### src/rtl/uart_pkg.sv
// uart_pkg: shared definitions for the UART transmitter.
//   - state_t          : 2-bit FSM state encoding (IDLE, START, DATA, STOP)
//   - DEF_DATA_W       : default number of data bits per frame
//   - DEF_CLKS_PER_BIT : default clk cycles per serial bit
package uart_pkg;

   localparam int DEF_DATA_W       = 8;
   localparam int DEF_CLKS_PER_BIT = 4;

   typedef enum logic [1:0] {
      ST_IDLE  = 2'd0,
      ST_START = 2'd1,
      ST_DATA  = 2'd2,
      ST_STOP  = 2'd3
   } state_t;

endpackage

### src/rtl/uart_tx_if.sv
// uart_tx_if: word-level handshake between a producer and the UART transmitter.
//   data_in : parallel word to transmit (master -> slave)
//   valid   : data_in holds a word to send (master -> slave)
//   ready   : transmitter can accept a word this cycle (slave -> master)
interface uart_tx_if
   import uart_pkg::*;
#(
   parameter int DATA_W = DEF_DATA_W
) ();

   logic [DATA_W-1:0] data_in;
   logic              valid;
   logic              ready;

   modport master (output data_in, output valid, input ready);
   modport slave  (input data_in, input valid, output ready);

endinterface

### src/rtl/uart_tx_baud_gen.sv
// baud_gen: bit-period counter for the UART transmitter.
//   clk        : clock
//   rst_n      : asynchronous active-low reset
//   restart_i  : force the counter back to 0 (start of a new frame)
//   en_i       : count while a frame is in progress
//   bit_done_o : one-cycle pulse in the last cycle of each bit period
module baud_gen
   import uart_pkg::*;
#(
   parameter int CLKS_PER_BIT = DEF_CLKS_PER_BIT
) (
   input  logic clk,
   input  logic rst_n,
   input  logic restart_i,
   input  logic en_i,
   output logic bit_done_o
);

   localparam int                 CNT_W = $clog2(CLKS_PER_BIT + 1);
   localparam logic [CNT_W-1:0]   LAST  = CNT_W'(CLKS_PER_BIT - 1);

   logic [CNT_W-1:0] cnt_q;
   logic [CNT_W-1:0] cnt_d;

   always_comb begin
      cnt_d = cnt_q;
      if (restart_i) begin
         cnt_d = '0;
      end else if (en_i) begin
         cnt_d = (cnt_q == LAST) ? '0 : cnt_q + 1'b1;
      end
   end

   always_ff @(posedge clk or negedge rst_n) begin
      if (!rst_n) begin
         cnt_q <= '0;
      end else begin
         cnt_q <= cnt_d;
      end
   end

   // With CLKS_PER_BIT=1 the counter sits at 0 and this fires every enabled cycle.
   assign bit_done_o = en_i && (cnt_q == LAST);

endmodule

### src/rtl/uart_tx.sv
// uart_tx: serial transmitter, frame = start(0), DATA_W bits LSB first, stop(1).
//   clk   : clock
//   rst_n : asynchronous active-low reset; aborts any frame in flight
//   bus   : slave side of uart_tx_if (data_in, valid in; ready out)
//   tx    : serial line, idle high, straight from a flop
//   busy  : frame in progress (always the inverse of ready)
module uart_tx
   import uart_pkg::*;
#(
   parameter int DATA_W       = DEF_DATA_W,
   parameter int CLKS_PER_BIT = DEF_CLKS_PER_BIT
) (
   input  logic      clk,
   input  logic      rst_n,
   uart_tx_if.slave  bus,
   output logic      tx,
   output logic      busy
);

   localparam int               IDX_W    = $clog2(DATA_W + 1);
   localparam logic [IDX_W-1:0] LAST_IDX = IDX_W'(DATA_W - 1);

   state_t            state_q;
   logic [DATA_W-1:0] shift_q;
   logic [IDX_W-1:0]  idx_q;
   logic              tx_q;
   logic              bit_done;
   logic              accept;

   assign bus.ready = (state_q == ST_IDLE);
   assign busy      = ~bus.ready;
   assign accept    = bus.valid && bus.ready;
   assign tx        = tx_q;

   // Restarting on accept aligns the first bit period to the accepting edge.
   baud_gen #(
      .CLKS_PER_BIT (CLKS_PER_BIT)
   ) u_baud_gen (
      .clk        (clk),
      .rst_n      (rst_n),
      .restart_i  (accept),
      .en_i       (busy),
      .bit_done_o (bit_done)
   );

   always_ff @(posedge clk or negedge rst_n) begin
      if (!rst_n) begin
         state_q <= ST_IDLE;
         shift_q <= '0;
         idx_q   <= '0;
         tx_q    <= 1'b1;
      end else begin
         case (state_q)
            ST_IDLE: begin
               if (accept) begin
                  // Start bit goes out on the accepting edge itself.
                  state_q <= ST_START;
                  shift_q <= bus.data_in;
                  idx_q   <= '0;
                  tx_q    <= 1'b0;
               end
            end
            ST_START: begin
               if (bit_done) begin
                  state_q <= ST_DATA;
                  tx_q    <= shift_q[0];
                  shift_q <= shift_q >> 1;
               end
            end
            ST_DATA: begin
               if (bit_done) begin
                  if (idx_q == LAST_IDX) begin
                     state_q <= ST_STOP;
                     tx_q    <= 1'b1;
                  end else begin
                     idx_q   <= idx_q + 1'b1;
                     tx_q    <= shift_q[0];
                     shift_q <= shift_q >> 1;
                  end
               end
            end
            ST_STOP: begin
               // Returning to IDLE guarantees at least one ready cycle between frames.
               if (bit_done) begin
                  state_q <= ST_IDLE;
               end
            end
            default: begin
               state_q <= ST_IDLE;
               tx_q    <= 1'b1;
            end
         endcase
      end
   end

endmodule

### src/flat_wrapper.sv
// flat-port wrapper written by rule: the top's interface ports become plain ports
module uart_tx_flat import uart_pkg::*;
#(
   parameter int DATA_W       = DEF_DATA_W,
   parameter int CLKS_PER_BIT = DEF_CLKS_PER_BIT
)
  (clk, rst_n, tx, busy, bus_data_in, bus_valid, bus_ready);
  uart_tx_if #(.DATA_W(DATA_W)) bus_i ();
  input  logic clk;
  input  logic rst_n;
  output logic tx;
  output logic busy;
  input wire logic [$bits(bus_i.data_in)-1:0] bus_data_in;
  input wire logic [$bits(bus_i.valid)-1:0] bus_valid;
  output wire logic [$bits(bus_i.ready)-1:0] bus_ready;
  assign bus_i.data_in = bus_data_in;
  assign bus_i.valid = bus_valid;
  assign bus_ready = bus_i.ready;
  uart_tx #(.DATA_W(DATA_W), .CLKS_PER_BIT(CLKS_PER_BIT)) u_core (.clk(clk), .rst_n(rst_n), .bus(bus_i), .tx(tx), .busy(busy));
endmodule
### config.mk
export PLATFORM = sky130hd
export DESIGN_NAME = uart_tx_flat
export DESIGN_NICKNAME = d
export VERILOG_FILES = /design/src/rtl/uart_pkg.sv /design/src/rtl/uart_tx_if.sv /design/src/rtl/uart_tx_baud_gen.sv /design/src/rtl/uart_tx.sv /design/src/flat_wrapper.sv
export SDC_FILE = /design/constraint.sdc
export NUM_CORES = 1
export LEC_CHECK = 0
export BUFFER_PORTS_ARGS = -buffer_cell sky130_fd_sc_hd__buf_4
export CAP_MARGIN = 20
export CORE_ASPECT_RATIO = 1.25
export CORE_MARGIN = 4
export CORE_UTILIZATION = 45
export DETAILED_ROUTE_END_ITERATION = 6
export PLACE_DENSITY = 0.73
export SLEW_MARGIN = 20
export SYNTH_ARGS = -nofsm -noshare
export SYNTH_HDL_FRONTEND = slang
export SYNTH_SLANG_ARGS = --single-unit
### constraint.sdc
create_clock -name clk -period 5.58 [get_ports clk]
set_clock_uncertainty 0.1 [all_clocks]
set_input_delay 0.279 -clock clk [delete_from_list [all_inputs] [get_ports clk]]
set_output_delay 0.279 -clock clk [all_outputs]
set_load 0.005 [all_outputs]
After elaboration in Yosys (flattened, before gate mapping)
Index checks and enable logic that the tools add are counted. W data, S select, Z words.

Multipliers: 0. $add $sub $neg: 2. Divide/modulo/power cells: 0. Equal/unequal tests: 11. Mux-type cells: 23. Shifts and indexed selects: 0. Bitwise operators: 1. $lt $le $gt $ge: 0. Reductions and logical operators: 9.

Operators by type and width (number): $mux W8 (4); $pmux W8 S3 (1); $mux W4 (3); $mux W2 (5); $reduce_and A5 Y1 (2); $mux W3 (3); $ne A2 B1 Y1 const B (4); $pmux W2 S4 (1); $pmux W4 S2 (1); $reduce_and A4 Y1 (2); $add A4 B1 Y4 const B (1); $eq A2 B2 Y1 const B (2); $eq A4 B3 Y1 const B (1); $mux W1 (4); $ne A2 B2 Y1 const B (2); $add A3 B1 Y3 const B (1); $eq A3 B2 Y1 const B (1); $pmux W1 S3 (1); $reduce_bool A3 Y1 (1); $eq A2 B1 Y1 const B (1); $logic_and A1 B1 Y1 (2); $logic_not A2 Y1 (1); $reduce_bool A2 Y1 (1); $not A1 Y1 (1).

Output and inout bits: 3. Register bits: 18. Memory bits (writable): 0. Bits in latches: 0. Logic and storage cells: 51. ROM bits: 0. Memories kept: 0.

Logic depth before layout (Yosys ltp)
Gate-level depths: netlist of run 1.

Word-level depth: 5. Gate-level depth with buffers: 8. Depth with buffers taken out: 6.

Modules after synthesis
From an unflattened synthesis of run 1, not the netlist that was laid out.

Cells, all modules: 91. Area total of the unflattened synthesis: 1086.0 um^2.

Modules (own cells, without submodules): uart_tx (seq. area each 376.6 um^2, cells an instance 77, area an instance 940.9 um^2, times used 1); baud_gen (seq. area each 75.1 um^2, cells an instance 14, area an instance 145.1 um^2, times used 1).

Worst setup path after synthesis of run 1
OpenSTA, ideal clock, no wires.

Path type: reg2reg. Start: register u_core.state_q[0]. End: register u_core.state_q[1]. Clock period less this slack: 1.850 ns. Data arrival time: 1.625 ns. Path slack: 3.730 ns. Stages on the path, launching flop included: 7. Cell sequence: dfrtp_1 -> inv_1 -> ha_1 -> nor2b_4 -> o32ai_4 -> nand3_2 -> mux2_4.

Cells in the longest elaborated chain, start to end: 5. Elaborated cells on any way between the ends: 14. Classes of those cells: eq/ne: 8; mux: 1; bitwise: 1; reduce/logical: 4.

RTL lines: start: declaration (line uart_tx.sv:23) `state_t state_q;`; start signal: assignment (line uart_tx.sv:48) `state_q <= ST_IDLE;`; start signal: assignment (line uart_tx.sv:57) `state_q <= ST_START;`; start signal: assignment (line uart_tx.sv:65) `state_q <= ST_DATA;`; $logic_not A2 Y1 * (line uart_tx.sv:30) `assign bus.ready = (state_q == ST_IDLE);`; net bus_ready (line flat_wrapper.sv:15) `output wire logic [$bits(bus_i.ready)-1:0] bus_ready;`; $not A1 Y1 (line uart_tx.sv:31) `assign busy = ~bus.ready;`; $logic_and A1 B1 Y1 (line uart_tx_baud_gen.sv:43) `assign bit_done_o = en_i && (cnt_q == LAST);`; $ne A2 B1 Y1 (no source line); $reduce_and A5 Y1 (no source line).

The timed path passes the listed nets; every way through them passes the cells marked *. A chain may end at the register's enable or synchronous reset.

Worst setup path in the final report of run 1
Start: register u_core.state_q[1]. End: register u_core.state_q[1].

Cells in the longest elaborated chain, start to end: 5. Elaborated cells on any way between the ends: 14. Classes of those cells: eq/ne: 8; mux: 1; bitwise: 1; reduce/logical: 4.

RTL lines (line): $logic_not A2 Y1 (uart_tx.sv:30, uart_tx.sv:53); $not A1 Y1 (uart_tx.sv:31); $logic_and A1 B1 Y1 (uart_tx_baud_gen.sv:43); $ne A2 B1 Y1 (no source line); $reduce_and A5 Y1 (no source line).

Several ways; a longest one is shown, not always the timed one.

==> out/metrics.csv, run 1 <==
stage,metric,value,unit
run_status,run status,finished clean,
setup_path,R2R setup slack,3330,ps
timing,RSZ-0062 raised after global routing,no,
timing,TNS Setup,0,ps
timing,Max-slew headroom,57.4,%
pwr,Seq pwr share,63.0,%
floorplanning,num ports,14,
routing,vias per cell,5.28,
cts,hold_buf cts,1,
logic_synthesis,synthesized flop and latch total,18,
cts,Clock Tree Buf Depth,2,
final_layout,most frequent cells in the layout,"dfrtp_1, buf_4, mux2i_1",
timing,# setup viols final,0,
timing,f_max,444,MHz
final_layout,post-route insts no fill,141,
timing,worst slew pin tran,639,ps
cts,post-CTS sizing,0,
grt,initial antenna violation count,0,
final_layout,layout cell share with drive strength beyond 1,20.0,%
setup_path,CP max FO,17,
grt,first-pass GRT wire length,3260,µm
pwr,sw frac,21.1,%
setup_path,worst stage delay on the critical path,540,ps
final_layout,nets,128,
hold_path,Worst Hold Class,input pin to flip-flop,
cts,root buf cell,clkbuf_4,
logic_synthesis,Mapped Nets,113,
hold_path,hold path depth,3,
pwr,Logic pwr share,4.2,%
routing,DR DRC count,0,
logic_synthesis,post-synthesis cell area,1030,µm²
grt,largest net degree at the start of global routing,19,
floorplanning,die area,3120,µm²
cts,"Setup Fix Bufs, Post-CTS",0,
logic_synthesis,Post-synth top flop,dfrtp_1,
floorplanning,Initial Util,47.0,%
logic_synthesis,Synth area leader,dfrtp_1,
setup_path,worst reg2reg path depth,6,
logic_synthesis,Cells after Synth,96,
logic_synthesis,register area share after synthesis,43.9,%
placed_design,hpwl dp,1330,µm
timing,Final Hold Fails,0,
grt,"Remaining Overflow, GRT",0,
pwr,clock power share,32.8,%
logic_synthesis,Post-synth ARST share,100,%
routing,total wire length,1840,µm
setup_path,reg-to-reg critical path startpoint,u_core.state_q[1]$_DFFE_PN0P_,
logic_synthesis,Yosys Warn Count,0,
final_layout,Layout area overhead,14.5,%
setup_path,CP cell instances,inv_1 -> ha_1 -> nor2b_4 -> o32ai_4 -> nand3_2 -> mux2_4,
logic_synthesis,Area contributors post-synth,"dfrtp_1, mux2i_1, ha_1",
logic_synthesis,Syn Area/Cell,10.7,µm²
cts,worst-skew pair later-pin latency,290,ps
logic_synthesis,number of synthesized flops with an enable pin,0,
cts,# H-tree levels,1,
pwr,internal power,0.000163,W
floorplanning,Core Area,2190,µm²
setup_path,slowest CP cell,o32ai_4,
logic_synthesis,area fraction of the dominant cell type after synthesis,41.4,%
grt,vias in the first global route,745,
timing,Tcrit/Tclk final,40.3,%
placed_design,IO buf count,13,
placed_design,placed cells,136,
routing,Post-DRT Antenna Nets,0,
pwr,power per cell area,176,nW/µm²
pwr,Max IR drop VDD,0.143,mV
timing,minimum clock period after layout,2250,ps
routing,Iteration-0 DRC Markers,12,
floorplanning,row count,19,
cts,CTS Sinks,18,
setup_path,CP endpoint kind,flip-flop,
setup_path,Worst Path Required,5670,ps
routing,via count,745,
cts,CTS tree,built,
grt,GRT Total Usage,14.1,%
routing,average wire per standard cell,13.0,µm
floorplanning,die width,50.8,µm
setup_path,Startpoint Class,flip-flop,
pwr,leak pwr,0.593,nW
setup_path,"Arr. time, crit path",2340,ps
logic_synthesis,post-synth cell types,32,
timing,Final Max Tran Viols,0,
final_layout,Inserted Diodes,0,
hold_path,Min-Delay Endpoint,u_core.shift_q[0]$_DFFE_PN0P_,
cts,Worst-path clk slew,100,ps
routing,drt pass-1 iters,4,
floorplanning,Die H,61.5,µm
placed_design,Placer Congestion,0.833,
hold_path,worst hold start,bus_data_in[0],
pwr,sw power,0.0000436,W
setup_path,Crit Reg-Reg Endpoint,u_core.state_q[1]$_DFFE_PN0P_,
cts,cts bufs inserted,3,
run,max-cap violation count,0,
setup_path,Crit Path Class,flip-flop to flip-flop,
final_layout,"commonest non-fill, non-tap cell in the layout",dfrtp_1,
registers in the layout (all words and copies together), names as in the netlist:
name	cells
u_core.u_baud_gen.cnt_q	3
u_core.state_q	2
u_core.idx_q	4
u_core.shift_q	8
u_core.tx	1
power groups by stage:
stage          registers [W]     logic, W  clock network [W]
2_1_floorplan       0.000133  0.000000250                  0
3_5_place_dp        0.000133   0.00000838                  0
4_1_cts             0.000130   0.00000890          0.0000715
6_report            0.000130   0.00000861          0.0000679
5_1_grt             0.000130   0.00000965          0.0000747
3_3_place_gp        0.000133   0.00000832                  0
how the worst max path moves through the flow:
stage,startpoint,end,cells past startpoint
2_1_floorplan,u_core.state_q[0]$_DFFE_PN0P_,u_core.state_q[1]$_DFFE_PN0P_,6
3_3_place_gp,u_core.state_q[1]$_DFFE_PN0P_,u_core.state_q[1]$_DFFE_PN0P_,6
3_5_place_dp,u_core.state_q[0]$_DFFE_PN0P_,u_core.shift_q[7]$_DFFE_PN0P_,6
4_1_cts,u_core.state_q[1]$_DFFE_PN0P_,u_core.state_q[1]$_DFFE_PN0P_,6
5_1_grt,u_core.state_q[1]$_DFFE_PN0P_,u_core.state_q[1]$_DFFE_PN0P_,6
6_report,u_core.state_q[1]$_DFFE_PN0P_,u_core.state_q[1]$_DFFE_PN0P_,6
per-stage QoR:
step	util [%]	setup slack [ps]	total power (W)	hold WS [ps]	instance area [µm²]
final	53.8	3330	0.000207	196	1180
after global routing	53.8	3150	0.000215	230	1180
after CTS	53.8	3320	0.000211	194	1180
after detailed placement	52.2	3350	0.000141	61.4	1140
after global placement	52.2	3410	0.000141	60.6	1140
after floorplan	-	3730	0.000133	-117	1030
worst max-delay path, delay by kind of cell (launching register included):
| family | cells | cell delay [ps] |
|---|---|---|
| AO/OA/AOI/OAI | 1 | 540 |
| adder cells (fa/ha/maj) | 1 | 310 |
| buffers and inverters | 1 | 90 |
| flip-flops | 1 | 430 |
| multiplexers | 1 | 330 |
| AND/OR/NAND/NOR | 2 | 350 |
final cells by class:
cell class              count  area, µm²
flip-flops and latches     18        452
repair buffers             14        108
inverters                   5       18.8
multi-input cells          69        534
well taps                  31       38.8
clock buffers               4       26.3
fillers                   212       1010
metal layers:
layer	GRT usage [%]	vias to the layer above	routed length [µm]
met5	0	-	0
met4	8.08	0	38
met3	3.39	4	86
met2	22.9	15	882
met1	17.2	347	833
li1	-	379	-
synth_stat cells, types with 2 or more instances:
cell,number
mux2i_1,11
and3_1,2
nand2_1,7
inv_1,5
dfrtp_1,17
a21oi_1,8
nor2b_1,2
nor2_1,2
buf_4,2
nand3_1,2
o21ai_0,5
ha_1,6
nand2b_1,2
a31oi_1,7
logic make-up after synthesis:
kind of cell    after synthesis  share of synthesized area [%]
simple gates                 22                           12.5
flops                        18                           43.9
xor+xnor                      1                          0.852
fa+ha+maj                     6                           7.30
compound gates               27                           18.0
mux                          13                           13.3
buf+inv                       9                           4.14
Power figures use the tool's default switching activity.
==> inputs of run 2 (changes only) <==
- clock period: 5.58 -> 2.3 ns (I/O delays scaled with it)
==> run 2 against run 1 <==
Effect of this change: clock power increased to 2.9 times the previous value; global-route usage decreased by 0.75 points; worst hold slack got worse by 160 ps; die area unchanged; final cell count increased by 1.4%; via count increased by 2.3%; first-iteration DRC count increased by 67%; core utilization increased by 1.1 points.
==> out/metrics.csv, run 2 (synthesis results as in run 1) <==
stage,metric,value,unit,change
routing,drt pass-1 iters,4,,unchanged
cts,cts bufs inserted,3,,unchanged
timing,Final Hold Fails,0,,unchanged
final_layout,Inserted Diodes,0,,unchanged
routing,Iteration-0 DRC Markers,20,,+8
timing,Max-slew headroom,65.8,%,+8.4 points
cts,CTS tree,built,,
setup_path,Worst Path Required,2380,ps,-3290 ps
setup_path,CP cell instances,inv_1 -> ha_1 -> and4b_1 -> nor2_2 -> nand2_1 -> mux2_1,,
setup_path,worst stage delay on the critical path,410,ps,-130 ps
cts,root buf cell,clkbuf_4,,
grt,vias in the first global route,749,,+0.54%
final_layout,Multi-input gate area,534,µm²,unchanged
final_layout,top flop regs,"u_core.shift_q (8), u_core.idx_q (4), u_core.u_baud_gen.cnt_q (3)",,
grt,"Remaining Overflow, GRT",0,,unchanged
setup_path,CP endpoint kind,flip-flop,,
cts,post-CTS sizing,0,,unchanged
run,max-cap violation count,0,,unchanged
routing,via count,762,,+2.3%
setup_path,CP max FO,15,,-2
routing,total wire length,1870,µm,+1.4%
floorplanning,num ports,14,,unchanged
placed_design,hpwl dp,1430,µm,+7.7%
final_layout,"commonest non-fill, non-tap cell in the layout",dfrtp_1,,
setup_path,slowest CP cell,nor2_2,,
hold_path,Worst Hold Class,input pin to flip-flop,,
grt,first-pass GRT wire length,3060,µm,-5.9%
timing,worst hold margin,33.0,ps,-163 ps
pwr,leak pwr,0.608,nW,+2.6%
grt,GRT Total Usage,13.3,%,-0.75 points
final_layout,fillcell total,199,,-6.1%
timing,TNS Setup,0,ps,unchanged
final_layout,most frequent cells in the layout,"dfrtp_1, buf_4, mux2i_1",,
timing,RSZ-0062 raised after global routing,no,,
final_layout,nets,130,,+1.6%
routing,DR DRC count,0,,unchanged
final_layout,Final Cell Area,1200,µm²,+2.1%
placed_design,Area after DPL,1160,µm²,+1.3%
timing,Final Max Tran Viols,0,,unchanged
grt,largest net degree at the start of global routing,19,,unchanged
run_status,run status,finished clean,,
timing,worst slew pin tran,512,ps,-127 ps
timing,f_max,500,MHz,+13%
floorplanning,Die H,61.5,µm,unchanged
floorplanning,row count,19,,unchanged
final_layout,Layout area overhead,16.9,%,
final_layout,Largest register FFs,8,,unchanged
cts,Worst-path clk slew,100,ps,about the same
placed_design,Placer Congestion,0.819,,-1.7%
pwr,power per cell area,442,nW/µm²,+150%
cts,CTS Sinks,18,,unchanged
pwr,Max IR drop VDD,0.396,mV,+180%
grt,initial antenna violation count,0,,unchanged
cts,worst-skew pair later-pin latency,300,ps,about the same
timing,minimum clock period after layout,2000,ps,-252 ps
placed_design,IO buf count,13,,unchanged
setup_path,Startpoint Class,flip-flop,,
floorplanning,Core Area,2190,µm²,unchanged
final_layout,layout cell share with drive strength beyond 1,22.3,%,+2.3 points
pwr,"Power, Total",0.000532,W,+160%
setup_path,"Arr. time, crit path",2080,ps,-260 ps
timing,Tcrit/Tclk final,86.9,%,+47 points
routing,vias per cell,5.33,,+0.85%
timing,# setup viols final,0,,unchanged
final_layout,Reg with most FFs,u_core.shift_q,,
routing,Post-DRT Antenna Nets,0,,unchanged
floorplanning,die area,3120,µm²,unchanged
routing,average wire per standard cell,13.0,µm,about the same
final_layout,Reg area,452,µm²,unchanged
cts,Clock Tree Buf Depth,2,,unchanged
cts,# H-tree levels,1,,unchanged
setup_path,Crit Path Class,flip-flop to flip-flop,,
floorplanning,die width,50.8,µm,unchanged
floorplanning,Initial Util,47.0,%,unchanged
run 2: cell count changes in the layout (fill, tap and decap cells not counted), sizes merged:
cell  delta
buf      +2
run 2: cell type report:
type	instances	share of cell area (%)
flip-flops and latches	18	37.6
repair buffers	16	10.2
clock buffers	4	3.02
multi-input cells	69	44.4
inverters	5	1.56
well taps	31	3.23
run 2: final timing paths:
check                                                              end  slack (ps)                     startpoint  cells after the start
worst max-delay path                     u_core.shift_q[7]$_DFFE_PN0P_         300  u_core.state_q[0]$_DFFE_PN0P_                      6
worst min-delay path                     u_core.shift_q[2]$_DFFE_PN0P_          30                 bus_data_in[2]                      3
worst max register to register           u_core.shift_q[7]$_DFFE_PN0P_         300  u_core.state_q[0]$_DFFE_PN0P_                      6
worst min register to register                   u_core.tx$_DFFE_PN1P_         370          u_core.tx$_DFFE_PN1P_                      2
max in group asynchronous                        u_core.tx$_DFFE_PN1P_        1730                          rst_n                      2
min in group asynchronous       u_core.u_baud_gen.cnt_q[2]$_DFFE_PN0P_         110                          rst_n                      2
run 2: repair_timing:
action,CTS,global route
hold buffers,1,0
setup buffers,0,0
hold endpoints to repair,18,0
run 2: stage by stage:
stage                     instances  utilization (%)  worst slack, ps
after floorplan                  96                -              450
after global placement          138             52.9              396
after detailed placement        138             52.9              309
after CTS                       143             55.0              300
after global routing            143             55.0              171
final                           143             55.0              301
run 2: layer usage:
metal  global-route usage [%]  up-vias  wire length, µm
li1                         -      390                -
met1                     15.3      359              822
met2                     21.8        9              949
met3                     3.15        4               57
met4                     10.0        0               36
met5                        0        -                0
run 2: where the power goes:
part / total, W / internal (W) / switching [W]
sequential: 0.000316 / 0.000316 / 0
clock: 0.000194 / 0.0000966 / 0.0000976
combinational: 0.0000211 / 0.0000123 / 0.00000878
total: 0.000532 / 0.000425 / 0.000106
run 2: worst max-delay path: cells and delay by family, from the launching register on:
| kind | cells | cell delay (ps) |
|---|---|---|
| simple gates | 3 | 770 |
| flops | 1 | 400 |
| buf+inv | 1 | 90 |
| fa+ha+maj | 1 | 210 |
| mux | 1 | 330 |
